<file path="src/rtl/text_pkg.sv">
// Shared constants for the text RAM writer: screen geometry, ASCII control
// codes and the writer state encoding.
package text_pkg;

    localparam int unsigned TEXT_COLS = 32;
    localparam int unsigned TEXT_ROWS = 32;

    localparam logic [7:0] ASCII_BS        = 8'h08;
    localparam logic [7:0] ASCII_LF        = 8'h0A;
    localparam logic [7:0] ASCII_FF        = 8'h0C;
    localparam logic [7:0] ASCII_CR        = 8'h0D;
    localparam logic [7:0] ASCII_PRINT_MIN = 8'h20;

    typedef enum logic [1:0] {
        ST_CLEAR_SCREEN,
        ST_CLEAR_ROW,
        ST_IDLE
    } state_e;

endpackage

</file>
<file path="src/rtl/text_ram_writer_if.sv">
// Byte-stream input, text RAM write port and cursor/status outputs of the writer.
interface text_ram_writer_if;

    logic [7:0] in_data;
    logic       in_valid;
    logic       in_ready;
    logic [9:0] ram_addr;
    logic [7:0] ram_din;
    logic       ram_we;
    logic [4:0] cursor_row;
    logic [4:0] cursor_col;
    logic       busy;

    // master: the byte source / observer; slave: the writer itself
    modport master (
        output in_data, in_valid,
        input  in_ready, ram_addr, ram_din, ram_we, cursor_row, cursor_col, busy
    );

    modport slave (
        input  in_data, in_valid,
        output in_ready, ram_addr, ram_din, ram_we, cursor_row, cursor_col, busy
    );

endinterface

</file>
<file path="src/rtl/text_ram_writer.sv">
// Character stream to 32x32 text RAM writer with cursor tracking, control
// codes (LF, CR, BS, FF) and row/screen clearing.
module text_ram_writer
    import text_pkg::*;
#(
    parameter logic [7:0] CLEAR_CHAR = 8'h00
) (
    input  logic              clk,
    input  logic              reset,
    text_ram_writer_if.slave  bus
);

    state_e     state_q;
    logic [4:0] row_q;
    logic [4:0] col_q;
    logic [9:0] cnt_q;
    logic       we_q;
    logic [9:0] addr_q;
    logic [7:0] din_q;

    localparam logic [4:0] LAST_COL = 5'(TEXT_COLS - 1);

    always_ff @(posedge clk) begin
        if (reset) begin
            state_q <= ST_CLEAR_SCREEN;
            row_q   <= '0;
            col_q   <= '0;
            cnt_q   <= '0;
            we_q    <= 1'b0;
            addr_q  <= '0;
            din_q   <= '0;
        end else begin
            we_q <= 1'b0;
            unique case (state_q)
                ST_CLEAR_SCREEN: begin
                    we_q   <= 1'b1;
                    addr_q <= cnt_q;
                    din_q  <= CLEAR_CHAR;
                    // counter wraps back to zero on the final cell
                    cnt_q  <= cnt_q + 10'd1;
                    if (cnt_q == '1) begin
                        state_q <= ST_IDLE;
                    end
                end
                ST_CLEAR_ROW: begin
                    we_q   <= 1'b1;
                    addr_q <= {row_q, cnt_q[4:0]};
                    din_q  <= CLEAR_CHAR;
                    if (cnt_q[4:0] == '1) begin
                        state_q <= ST_IDLE;
                        cnt_q   <= '0;
                    end else begin
                        cnt_q <= cnt_q + 10'd1;
                    end
                end
                ST_IDLE: begin
                    if (bus.in_valid) begin
                        if (bus.in_data >= ASCII_PRINT_MIN) begin
                            we_q   <= 1'b1;
                            addr_q <= {row_q, col_q};
                            din_q  <= bus.in_data;
                            if (col_q == LAST_COL) begin
                                col_q   <= '0;
                                row_q   <= row_q + 5'd1;
                                cnt_q   <= '0;
                                state_q <= ST_CLEAR_ROW;
                            end else begin
                                col_q <= col_q + 5'd1;
                            end
                        end else begin
                            case (bus.in_data)
                                ASCII_LF: begin
                                    row_q   <= row_q + 5'd1;
                                    cnt_q   <= '0;
                                    state_q <= ST_CLEAR_ROW;
                                end
                                ASCII_CR: col_q <= '0;
                                ASCII_BS: begin
                                    if (col_q != '0) begin
                                        col_q <= col_q - 5'd1;
                                    end
                                end
                                ASCII_FF: begin
                                    row_q   <= '0;
                                    col_q   <= '0;
                                    cnt_q   <= '0;
                                    state_q <= ST_CLEAR_SCREEN;
                                end
                                default: ;
                            endcase
                        end
                    end
                end
                default: state_q <= ST_CLEAR_SCREEN;
            endcase
        end
    end

    assign bus.in_ready   = (state_q == ST_IDLE);
    assign bus.busy       = (state_q != ST_IDLE);
    assign bus.ram_we     = we_q;
    assign bus.ram_addr   = addr_q;
    assign bus.ram_din    = din_q;
    assign bus.cursor_row = row_q;
    assign bus.cursor_col = col_q;

endmodule

</file>
<file path="src/flat_wrapper.sv">
// flat-port wrapper written by rule: the top's interface ports become plain ports
module text_ram_writer_flat import text_pkg::*;
#(
    parameter logic [7:0] CLEAR_CHAR = 8'h00
)
  (clk, reset, bus_in_data, bus_in_valid, bus_in_ready, bus_ram_addr, bus_ram_din, bus_ram_we, bus_cursor_row, bus_cursor_col, bus_busy);
  text_ram_writer_if bus_i ();
  input  logic clk;
  input  logic reset;
  input wire logic [$bits(bus_i.in_data)-1:0] bus_in_data;
  input wire logic [$bits(bus_i.in_valid)-1:0] bus_in_valid;
  output wire logic [$bits(bus_i.in_ready)-1:0] bus_in_ready;
  output wire logic [$bits(bus_i.ram_addr)-1:0] bus_ram_addr;
  output wire logic [$bits(bus_i.ram_din)-1:0] bus_ram_din;
  output wire logic [$bits(bus_i.ram_we)-1:0] bus_ram_we;
  output wire logic [$bits(bus_i.cursor_row)-1:0] bus_cursor_row;
  output wire logic [$bits(bus_i.cursor_col)-1:0] bus_cursor_col;
  output wire logic [$bits(bus_i.busy)-1:0] bus_busy;
  assign bus_i.in_data = bus_in_data;
  assign bus_i.in_valid = bus_in_valid;
  assign bus_in_ready = bus_i.in_ready;
  assign bus_ram_addr = bus_i.ram_addr;
  assign bus_ram_din = bus_i.ram_din;
  assign bus_ram_we = bus_i.ram_we;
  assign bus_cursor_row = bus_i.cursor_row;
  assign bus_cursor_col = bus_i.cursor_col;
  assign bus_busy = bus_i.busy;
  text_ram_writer #(.CLEAR_CHAR(CLEAR_CHAR)) u_core (.clk(clk), .reset(reset), .bus(bus_i));
endmodule
</file>
<file path="config.mk">
export PLATFORM = sky130hd
export DESIGN_NAME = text_ram_writer_flat
export DESIGN_NICKNAME = d
export VERILOG_FILES = /design/src/rtl/text_pkg.sv /design/src/rtl/text_ram_writer_if.sv /design/src/rtl/text_ram_writer.sv /design/src/flat_wrapper.sv
export SDC_FILE = /design/constraint.sdc
export NUM_CORES = 1
export LEC_CHECK = 0
export CORE_MARGIN = 2
export CORE_UTILIZATION = 40
export DETAILED_ROUTE_END_ITERATION = 7
export PLACE_DENSITY_LB_ADDON = 0.15
export REMOVE_ABC_BUFFERS = 1
export SYNTH_ARGS = -nofsm -noshare
export SYNTH_HDL_FRONTEND = slang
export SYNTH_SLANG_ARGS = --single-unit
</file>
<file path="constraint.sdc">
create_clock -name clk -period 5.9 [get_ports clk]
set_input_delay 0.885 -clock clk [delete_from_list [all_inputs] [get_ports clk]]
set_output_delay 0.885 -clock clk [all_outputs]
set_load 0.01 [all_outputs]
</file>
## Word-level counts from Yosys, hierarchy flattened

Index checks and enable logic that the tools add are counted.

- Logic and storage cells: 75
- Bits in registers: 41
- Output and inout port bits: 31
- Input bits: 11

- Reductions and logical operators: 15
- $lt $le $gt $ge: 1
- Mux-type cells: 29
- Add/subtract/negate cells: 4
- Equality and inequality tests: 19

Operator list:

| cell | number |
|---|---|
| $mux W10 | 7 |
| $pmux W10 S3 | 2 |
| $eq A8 B4 Y1 const B | 4 |
| $mux W5 | 5 |
| $pmux W5 S2 | 2 |
| $mux W8 | 2 |
| $pmux W8 S2 | 1 |
| $reduce_and A4 Y1 | 3 |
| $add A10 B1 Y10 const B | 1 |
| $add A5 B1 Y5 const B | 2 |
| $eq A10 B10 Y1 const B | 1 |
| $eq A5 B5 Y1 const B | 2 |
| $mux W2 | 5 |
| $reduce_bool A3 Y1 | 3 |
| $ge A8 B6 Y1 const B | 1 |
| $ne A2 B1 Y1 const B | 3 |
| $ne A2 B2 Y1 const B | 3 |
| $pmux W2 S3 | 1 |
| $reduce_and A3 Y1 | 2 |
| $reduce_or A2 Y1 | 3 |
| $reduce_and A5 Y1 | 1 |
| $reduce_bool A5 Y1 | 1 |
| $sub A5 B1 Y5 const B | 1 |
| $ne A4 B1 Y1 const B | 1 |
| 10 further kinds | 11 |

## Logic depth before layout (Yosys ltp)

Gate-level depths: netlist (run 1).

- Word-level depth: 6
- Depth in mapped cells: 10
- Gate-level depth less buffers: 9

## Worst setup path after synthesis (run 1)

Ideal clock, no wire load.

- Path type: input port to flip-flop
- Start point: input port bus_in_data[5]
- End point: register u_core.state_q[1]
- Data arrival time: 2332 ps
- Path buffers: 1
- Cell stages on the path: 6
- Required time: 5813 ps
- Slack: 3481 ps
- Library setup time: 87 ps
- Path through: or3_4 > buf_6 > o31ai_4 > a21oi_1 > or4_1 > o31ai_1

- Cells in the longest elaborated chain, start to end: 4
- Elaborated cells on any way between the ends: 9
- Classes of those cells: 1 x order compare; 4 x eq/ne; 3 x mux; 1 x reduce/logical

Ends and longest elaborated chain:

| element | line | text |
|---|---|---|
| start, declared | flat_wrapper.sv:10 | `input wire logic [$bits(bus_i.in_data)-1:0] bus_in_data;` |
| $ge A8 B6 Y1 | text_ram_writer.sv:58 | `if (bus.in_data >= ASCII_PRINT_MIN) begin` |
| $mux W2 | text_ram_writer.sv:58 |  |
| $mux W2 | text_ram_writer.sv:57 | `if (bus.in_valid) begin` |
| $pmux W2 S3 | text_ram_writer.sv:34 | `unique case (state_q)` |
| end signal, assigned | text_ram_writer.sv:42 | `state_q <= ST_IDLE;` |
| end signal, assigned | text_ram_writer.sv:50 | `state_q <= ST_IDLE;` |
| end signal, assigned | text_ram_writer.sv:66 | `state_q <= ST_CLEAR_ROW;` |
| end, declared | text_ram_writer.sv:13 | `state_e state_q;` |

Several ways; a longest one is shown, not always the timed one. The select of a mux whose other input is x is not followed.
A chain may end at the register's enable or synchronous reset.

## Worst setup path after layout (run 1)

- Start point: input port bus_in_data[5]
- End point: register u_core.cnt_q[9]

- Cells in the longest elaborated chain, start to end: 4
- Elaborated cells on any way between the ends: 10
- Classes of those cells: 1 x order compare; 4 x eq/ne; 3 x mux; 2 x reduce/logical

Ends and longest elaborated chain:

| element | line | text |
|---|---|---|
| $ge A8 B6 Y1 or $eq A8 B4 Y1 (tied branches) | text_ram_writer.sv:58, text_ram_writer.sv:71 |  |
| $mux W10 or $reduce_or A2 Y1 (tied branches) | n/a |  |
| $mux W10 or $ne A3 B2 Y1 (tied branches) | n/a |  |
| $pmux W10 S3 or $reduce_and A4 Y1 (tied branches) | n/a |  |
| end signal, assigned | text_ram_writer.sv:40 | `cnt_q <= cnt_q + 10'd1;` |
| end signal, assigned | text_ram_writer.sv:53 | `cnt_q <= cnt_q + 10'd1;` |
| end, declared | text_ram_writer.sv:16 | `logic [9:0] cnt_q;` |

Several ways; a longest one is shown, not always the timed one. The select of a mux whose other input is x is not followed.

==> impl_metrics.py, run 1 <==
metrics = {
    "placed_design": {
        "gp_congestion": 0.834,
        "place_hpwl_um": 4090,
        "portBuffers": 41,
    },
    "yosys": {
        "syn_area_sq_um": 2200,
        "ys_warn_count": 0,
        "synth_area_per_cell_sq_um": 8.22,
        "synth-async-reset-ratio": 0,
        "ys.flop_type": "dfxtp_1",
        "synth.distinct_cells": 47,
        "postSynthCellCount": 268,
        "synth-seq-cells": 41,
        "synth-seq-area-share": 0.373,
        "synth_edf_count": 0,
    },
    "global_route": {
        "grt_max_degree": 24,
        "grt_usage": 0.192,
        "antenna_found_initial": 0,
        "overflow": 0,
        "grt_pass1_wl_um": 9400,
        "grt_pass1_vias": 2003,
    },
    "drt": {
        "drc_errors": 0,
        "avgRoutedWirePerCell_um": 14.6,
        "routed_wl_um": 5530,
        "drtIter0Drc": 115,
        "viasPerCell": 5.53,
        "vias": 2089,
        "ant_nets": 0,
        "dr.pass1.iters": 4,
    },
    "cts": {
        "numCtsBuffers": 5,
        "cts_tree": "built",
        "htree_num_levels": 2,
        "cts_setup_buffers": 0,
        "cts.path.max_buffers": 2,
        "cts.reportedPaths.clkPinSlew_ns": 0.08,
        "hold_buffers": 0,
        "clk_latency_ns": 0.30,
        "clockRootBuffer": "clkbuf_8",
        "cts_resized": 0,
        "cts_sinks": 41,
    },
    "final_layout": {
        "drive_gt1_frac": 0.0523,
        "utilization": 0.513,
        "syn2layout_area_growth_pct": 26.0,
        "diodes": 0,
        "nNetsFinal": 326,
        "fill_cells": 557,
    },
    "flow_run": {
        "maxCapViolations": 0,
    },
    "floorplanning": {
        "dieArea_sq_um": 6120,
        "rows": 27,
        "die_h_um": 78.2,
        "ioPinCount": 42,
        "start_util": 0.408,
        "core_sq_um": 5410,
        "die_w_um": 78.2,
    },
    "setup_path": {
        "cp.required_ns": 6.10,
        "crit_path_start_kind": "input port",
        "arrival_ns": 3.04,
        "crit_fanout": 11,
        "crit_type": "in2reg",
        "cp-end-kind": "flip-flop",
    },
    "timing": {
        "relSlewSlack": 0.553,
        "drv_slew": 0,
        "clock_skew_ns": 0.00948,
        "hold_viol": 0,
        "hold_ws_ns": 0.479,
        "rsz0062_at_grt": "no",
        "tns_ns": 0,
        "clock.fmax_ghz": 0.353,
        "fin_crit_ns": 2.83,
        "worst_slew_pin_slew_ns": 0.669,
        "finalSetupViolCount": 0,
        "fin_crit_sh": 0.480,
    },
    "pwr": {
        "vdd_ir_drop_max_v": 0.000161,
        "finalPower_mw": 1.14,
        "powerDensity_nw_per_um2": 409,
        "p_leak_nw": 0.991,
    },
    "status": {
        "status": "finished clean",
    },
    "min_path": {
        "min_path_type": "reg2reg",
    },
}
## power by group
| part | internal [mW] | switching (mW) |
|---|---|---|
| Clock | 0.138 | 0.106 |
| Combinational | 0.207 | 0.320 |
| Sequential | 0.327 | 0.0370 |
| Total | 0.672 | 0.463 |
## kinds of logic (layout without fill, tap and decap cells)
family                   Yosys count  count (layout)  share of synthesized area
AO/OA/AOI/OAI                     72              72                      0.227
XOR/XNOR                           6               6                     0.0238
adder cells (fa/ha/maj)           10              10                     0.0568
buffers and inverters             26              64                     0.0494
flip-flops                        41              41                      0.373
multiplexers                       2               2                    0.00909
AND/OR/NAND/NOR                  111             111                      0.262
## cells in the final DEF, fill, tap and decap left out, types with 3 or more instances in the layout
cell type,count
o31ai_1,7
inv_1,14
dfxtp_1,41
nand2_1,16
nand2b_1,4
clkdlybuf4s50_1,41
a32oi_1,5
ha_1,10
nand3_1,21
and2_1,4
nor2b_1,3
o211ai_1,3
nor3_1,8
o21ai_1,3
nor2_1,33
or3_1,3
clkbuf_8,6
and3_1,4
a211oi_1,6
a311oi_1,5
xor2_1,4
o21ai_0,6
or4_1,5
a22oi_1,3
a21oi_1,21
## final timing paths
path | startpoint | end | slack, ns | cells after the start
setup / recovery | bus_in_data[5] | u_core.cnt_q[9] | 3.07 | 6
hold / removal | u_core.bus.ram_din[1] | u_core.bus.ram_din[1] | 0.48 | 2
setup reg to reg | u_core.bus.cursor_col[0] | u_core.cnt_q[9] | 3.35 | 8
hold reg to reg | u_core.bus.ram_din[1] | u_core.bus.ram_din[1] | 0.48 | 2
## cell usage after synthesis, types with 2 or more instances
| cell | number | area share |
|---|---|---|
| dfxtp_1 | 41 | 0.37 |
| nor2_1 | 33 | 0.056 |
| a21oi_1 | 21 | 0.048 |
| nand3_1 | 21 | 0.048 |
| nand2_1 | 16 | 0.027 |
| inv_1 | 14 | 0.024 |
| ha_1 | 10 | 0.057 |
| clkbuf_1 | 8 | 0.014 |
| nor3_1 | 8 | 0.018 |
| o31ai_1 | 7 | 0.024 |
| a211oi_1 | 6 | 0.020 |
| o21ai_0 | 6 | 0.014 |
| a311oi_1 | 5 | 0.020 |
| a32oi_1 | 5 | 0.020 |
| or4_1 | 5 | 0.017 |
| and2_1 | 4 | 0.011 |
| and3_1 | 4 | 0.011 |
| nand2b_1 | 4 | 0.011 |
| xor2_1 | 4 | 0.016 |
| a22oi_1 | 3 | 0.010 |
| buf_2 | 3 | 0.0068 |
| nor2b_1 | 3 | 0.0085 |
| o211ai_1 | 3 | 0.010 |
| o21ai_1 | 3 | 0.0068 |
| or3_1 | 3 | 0.0085 |
| a31oi_1 | 2 | 0.0057 |
| mux2i_1 | 2 | 0.0091 |
| o32ai_1 | 2 | 0.0080 |
| or2_2 | 2 | 0.0057 |
| or3b_1 | 2 | 0.0080 |
| xnor2_1 | 2 | 0.0080 |
## critical path, cell delays in order
cell and delay [ns]:
clkdlybuf4s50_1 0.47, or3_4 0.50, nor4_4 0.42, o21ai_2 0.19, or4_1 0.50, o31ai_1 0.08
## layout make-up
cell class                 instances  area [sq um]  area share
multi-input combinational        201          1270       0.459
inverter                          14          52.6      0.0189
timing repair buffer              42           418       0.151
clock inverter                     2          37.5      0.0135
tap                               72          90.1      0.0325
sequential                        41           821       0.296
clock buffer                       6          82.6      0.0298
## metrics by stage
stage	cell area, sq um	cells	setup WS, ns
finish	2780	378	3.07
global route	2780	378	2.90
CTS	2780	378	3.06
detailed placement	2660	370	2.75
global placement	2660	370	2.80
floorplan	2150	256	3.44
## registers in the layout, summed over array words and instances, names as in the netlist
name,flops
u_core.bus.cursor_col,5
u_core.bus.cursor_row,5
u_core.bus.ram_addr,10
u_core.bus.ram_din,8
u_core.bus.ram_we,1
u_core.cnt_q,10
u_core.state_q,2
## routing by layer
metal  track usage  wire length [um]  up-vias
li1              -                 -     1059
met1         0.253              2600      966
met2         0.303              2540       53
met3        0.0391               282       11
met4        0.0895               106        0
met5             0                 0        -
Note: power is estimated with default switching activity, not from simulation.
==> run 2: changes to the inputs <==
==> constraint.sdc (replaced) <==
create_clock -name clk -period 2.9 [get_ports clk]
set_input_delay 0.435 -clock clk [delete_from_list [all_inputs] [get_ports clk]]
set_output_delay 0.435 -clock clk [all_outputs]
set_load 0.01 [all_outputs]
==> run 2 against run 1 <==
Highest routed layer unchanged. First-iteration DRC count rose by 23%. Cell area is essentially flat. Die area is the same. Critical endpoint is now u_core.cnt_q[2].
==> impl_metrics.py, run 2 (same netlist as run 1, synthesis figures left out) <==
metrics = {
    "cts": {
        "cts_tree": "built",
        "cts.path.max_buffers": 2,
        "hold_buffers": 0,
        "clk_latency_ns": 0.29,
        "cts.reportedPaths.clkPinSlew_ns": 0.08,
        "numCtsBuffers": 5,
        "clockRootBuffer": "clkbuf_8",
        "cts_sinks": 41,
        "cts_resized": 0,
        "htree_num_levels": 2,
        "cts_setup_buffers": 0,
    },
    "timing": {
        "finalWorstSetupSlack_ns": 0.305,
        "fin_crit_ns": 2.60,
        "drv_slew": 0,
        "finalSetupViolCount": 0,
        "clock_skew_ns": 0.00565,
        "clock.fmax_ghz": 0.385,
        "hold_viol": 0,
        "rsz0062_at_grt": "no",
        "relSlewSlack": 0.497,
        "tns_ns": 0,
        "worst_slew_pin_slew_ns": 0.752,
        "fin_crit_sh": 0.895,
    },
    "drt": {
        "viasPerCell": 5.41,
        "drc_errors": 0,
        "dr.pass1.iters": 4,
        "routed_wl_um": 5640,
        "drtIter0Drc": 141,
        "vias": 2068,
        "avgRoutedWirePerCell_um": 14.8,
        "ant_nets": 0,
    },
    "floorplanning": {
        "rows": 27,
        "die_h_um": 78.2,
        "core_sq_um": 5410,
        "start_util": 0.408,
        "ioPinCount": 42,
        "die_w_um": 78.2,
        "dieArea_sq_um": 6120,
    },
    "final_layout": {
        "nNetsFinal": 332,
        "utilization": 0.513,
        "syn2layout_area_growth_pct": 25.9,
        "drive_gt1_frac": 0.0645,
        "diodes": 0,
        "final_cell_mix": "clkdlybuf4s50_1 (41), dfxtp_1 (41), nor2_1 (33), nand3_1 (21), a21oi_1 (21)",
    },
    "setup_path": {
        "crit_path_start_kind": "flip-flop",
        "cp.required_ns": 3.12,
        "cp-end-kind": "flip-flop",
        "crit_fanout": 9,
        "slowest_stage": "o21bai_1",
        "cp_slowest_stage_delay_ns": 0.63,
        "path_cells": "inv_1 -> ha_1 -> o21bai_1 -> o21ai_1 -> nor2_1 -> o21ai_0 -> a21oi_1",
        "arrival_ns": 2.82,
        "crit_type": "reg2reg",
    },
    "global_route": {
        "grt_max_degree": 19,
        "overflow": 0,
        "grt_pass1_vias": 1900,
        "grt_util_met1": 0.249,
        "grt_use_met2": 0.300,
        "grt.busiest_layer": "met2",
        "grt_usage": 0.187,
        "antenna_found_initial": 0,
        "use_met3": 0.0448,
        "grt_pass1_wl_um": 9090,
    },
    "pwr": {
        "swShare": 0.425,
        "finalPower_mw": 2.20,
        "powerDensity_nw_per_um2": 792,
        "p_leak_nw": 1.00,
        "power_frac_comb": 0.507,
        "vdd_ir_drop_max_v": 0.000286,
        "power_switching_uw": 933,
        "seqPwrFrac": 0.335,
        "share_clk_of_total_power": 0.158,
        "cellInternalPower_mw": 1.26,
    },
    "min_path": {
        "min_path_type": "reg2reg",
    },
    "placed_design": {
        "place_ws_ns": 0.201,
        "gp_congestion": 0.868,
        "portBuffers": 41,
        "place_hpwl_um": 4220,
    },
    "flow_run": {
        "maxCapViolations": 0,
    },
    "status": {
        "status": "finished clean",
    },
}
-- run 2: changes by cell type in the layout (fill, tap and decap cells not counted), sizes merged --
cell      delta
clkinv       +1
buf          +6
clkinvlp     -1
bufinv       -1
clkbuf       -1
-- run 2: through the flow --
| step | cell area, sq um | std cells | hold WS, ns |
|---|---|---|---|
| finish | 2770 | 382 | 0.468 |
| global route | 2770 | 382 | 0.506 |
| CTS | 2770 | 382 | 0.473 |
| detailed placement | 2700 | 376 | 0.464 |
| global placement | 2700 | 376 | 0.459 |
| floorplan | 2150 | 256 | 0.461 |
-- run 2: final timing paths --
path / from / to / slack [ns] / cells after the start
min: u_core.bus.ram_din[1] / u_core.bus.ram_din[1] / 0.47 / 2
min reg2reg: u_core.bus.ram_din[1] / u_core.bus.ram_din[1] / 0.47 / 2
max: u_core.state_q[1] / u_core.cnt_q[2] / 0.30 / 7
max reg2reg: u_core.state_q[1] / u_core.cnt_q[2] / 0.30 / 7
-- run 2: layout make-up --
cell class | instances | area [sq um]
Fill cell | 556 | 2630
Multi-Input combinational cell | 201 | 1270
Sequential cell | 41 | 821
Timing Repair Buffer | 48 | 463
Tap cell | 72 | 90.1
Clock buffer | 5 | 68.8
Inverter | 14 | 52.6
Clock inverter | 1 | 5.00
-- run 2: layer usage --
metal	routed length (um)	part of all wire	vias up
li1	-	-	1068
met2	2640	0.47	43
met4	30	0.0053	0
met5	0	0	-
met1	2730	0.48	955
met3	249	0.044	2
-- run 2: power groups by stage --
| stage | logic [mW] | clock network, mW | registers, mW |
|---|---|---|---|
| floorplan | 0.643 | 0 | 0.778 |
| global placement | 1.11 | 0 | 0.746 |
| detailed placement | 1.11 | 0 | 0.747 |
| CTS | 1.11 | 0.357 | 0.736 |
| global route | 1.23 | 0.378 | 0.749 |
| finish | 1.11 | 0.347 | 0.736 |
-- run 2: critical path, delay by kind of cell, from the launching register on --
kind / cells / cell delay (ns)
buffers and inverters: 1 / 0.09
adders and majority gates: 1 / 0.24
AOI/OAI and AO/OA: 4 / 1.29
DFF: 1 / 0.37
and+or+nand+nor: 1 / 0.54
==> run 3: changes to the inputs <==
--- a/config.mk
+++ b/config.mk
@@ -8,6 +8,7 @@
 export CORE_MARGIN = 2
 export CORE_UTILIZATION = 40
 export DETAILED_ROUTE_END_ITERATION = 7
+export GPL_TIMING_DRIVEN = 0
 export PLACE_DENSITY_LB_ADDON = 0.15
 export REMOVE_ABC_BUFFERS = 1
 export SYNTH_ARGS = -nofsm -noshare
==> run 3 against run 2 <==
Routed wire length down 3.9%. Critical endpoint is now u_core.cnt_q[7]. Critical path depth up 1. Clock power is 5.8% higher. Largest power group unchanged. Highest routed layer unchanged. Cell count shrank 1.3%.
==> impl_metrics.py, run 3 (same netlist as run 1, synthesis figures left out) <==
metrics = {
    "status": {
        "status": "finished clean",
    },
    "min_path": {
        "worstHoldStart": "u_core.bus.ram_din[1]",
        "holdPathStages": 2,
        "hold_path_end": "u_core.bus.ram_din[1]",
        "min_path_type": "reg2reg",
    },
    "drt": {
        "dr.pass1.iters": 5,
        "drc_errors": 0,
        "drtIter0Drc": 146,
        "vias": 2062,
        "avgRoutedWirePerCell_um": 14.4,
        "viasPerCell": 5.47,
        "routed_wl_um": 5420,
        "ant_nets": 0,
    },
    "timing": {
        "clock_skew_ns": 0.00876,
        "finalSetupViolCount": 0,
        "hold_viol": 0,
        "rsz0062_at_grt": "no",
        "fin_crit_sh": 0.871,
        "drv_slew": 0,
        "worst_slew_pin_slew_ns": 0.736,
        "clock.fmax_ghz": 0.396,
        "relSlewSlack": 0.509,
        "fin_crit_ns": 2.53,
        "tns_ns": 0,
    },
    "global_route": {
        "overflow": 0,
        "antenna_found_initial": 0,
        "grt_pass1_wl_um": 9250,
        "grt_pass1_vias": 1930,
        "grt_max_degree": 42,
        "grt_usage": 0.187,
    },
    "cts": {
        "hold_buffers": 0,
        "clk_latency_ns": 0.29,
        "cts_tree": "built",
        "cts_sinks": 41,
        "cts.path.max_buffers": 2,
        "cts_resized": 0,
        "numCtsBuffers": 5,
        "cts_setup_buffers": 0,
        "htree_num_levels": 2,
        "clockRootBuffer": "clkbuf_8",
        "cts.reportedPaths.clkPinSlew_ns": 0.08,
    },
    "floorplanning": {
        "start_util": 0.408,
        "die_h_um": 78.2,
        "ioPinCount": 42,
        "rows": 27,
        "core_sq_um": 5410,
        "die_w_um": 78.2,
        "dieArea_sq_um": 6120,
    },
    "setup_path": {
        "cp.required_ns": 3.11,
        "crit_fanout": 8,
        "arrival_ns": 2.73,
        "cp-end-kind": "flip-flop",
        "rrSetupSlack_ns": 0.37,
        "crit_type": "reg2reg",
        "reg2regPathDepth": 8,
        "worstReg2RegEnd": "u_core.cnt_q[7]",
        "crit_path_start_kind": "flip-flop",
        "r2r_start": "u_core.bus.cursor_col[0]",
    },
    "final_layout": {
        "utilization": 0.505,
        "final_cell_mix": "dfxtp_1 (41), clkdlybuf4s50_1 (40), nor2_1 (33), nand3_1 (21), a21oi_1 (21)",
        "layout_commonest_cell": "dfxtp_1",
        "final_area_sq_um": 2730,
        "drive_gt1_frac": 0.0525,
        "nNetsFinal": 325,
        "diodes": 0,
        "syn2layout_area_growth_pct": 23.9,
    },
    "placed_design": {
        "place_hpwl_um": 3910,
        "gp_congestion": 0.856,
        "placed_area_sq_um": 2640,
        "portBuffers": 41,
    },
    "pwr": {
        "powerDensity_nw_per_um2": 798,
        "p_leak_nw": 0.973,
        "vdd_ir_drop_max_v": 0.000308,
    },
    "flow_run": {
        "maxCapViolations": 0,
    },
}
## run 3: how the worst max path moves through the flow
stage,depth (start not counted),slack (ns),startpoint,endpoint
2_1_floorplan,8,0.74,u_core.bus.cursor_col[0],u_core.cnt_q[7]
3_3_place_gp,5,0.03,reset,u_core.state_q[1]
3_5_place_dp,6,0.19,bus_in_data[5],u_core.cnt_q[2]
4_1_cts,7,0.37,u_core.state_q[1],u_core.cnt_q[2]
5_1_grt,7,0.13,u_core.state_q[0],u_core.cnt_q[6]
6_report,8,0.37,u_core.bus.cursor_col[0],u_core.cnt_q[7]
## run 3: metrics by stage
stage | power [mW] | worst slack, ns | hold WS (ns) | cells
6_report | 2.18 | 0.373 | 0.473 | 377
5_1_grt | 2.35 | 0.127 | 0.492 | 377
4_1_cts | 2.20 | 0.367 | 0.475 | 377
3_5_place_dp | 1.82 | 0.191 | 0.461 | 369
3_3_place_gp | 1.83 | 0.0283 | 0.460 | 369
2_1_floorplan | 1.42 | 0.738 | 0.461 | 256
## run 3: layout make-up
cell class	count	area, sq um
fillers	541	2680
multi-input cells	201	1270
flip-flops and latches	41	821
repair buffers	41	405
well taps	72	90.1
clock buffers	5	68.8
inverters	14	52.6
clock inverters	3	17.5
## run 3: critical path, stage by stage (launching register included)
cell and delay [ns]:
dfxtp_1 0.50, ha_1 0.24, and3_1 0.17, ha_1 0.23, o31ai_1 0.18, o21ai_1 0.38, o21ai_2 0.18, or4_1 0.49
o31ai_1 0.07
## run 3: where the power goes
part	internal, mW	switching, mW	total [mW]
clock network	0.166	0.201	0.367
registers	0.666	0.0778	0.744
logic	0.419	0.647	1.07
total	1.25	0.925	2.18
## run 3: metal layers
| metal | track usage | share of wire |
|---|---|---|
| met1 | 0.255 | 0.48 |
| met2 | 0.302 | 0.47 |
| met3 | 0.0391 | 0.046 |
| met4 | 0.0526 | 0.011 |
| met5 | 0 | 0 |
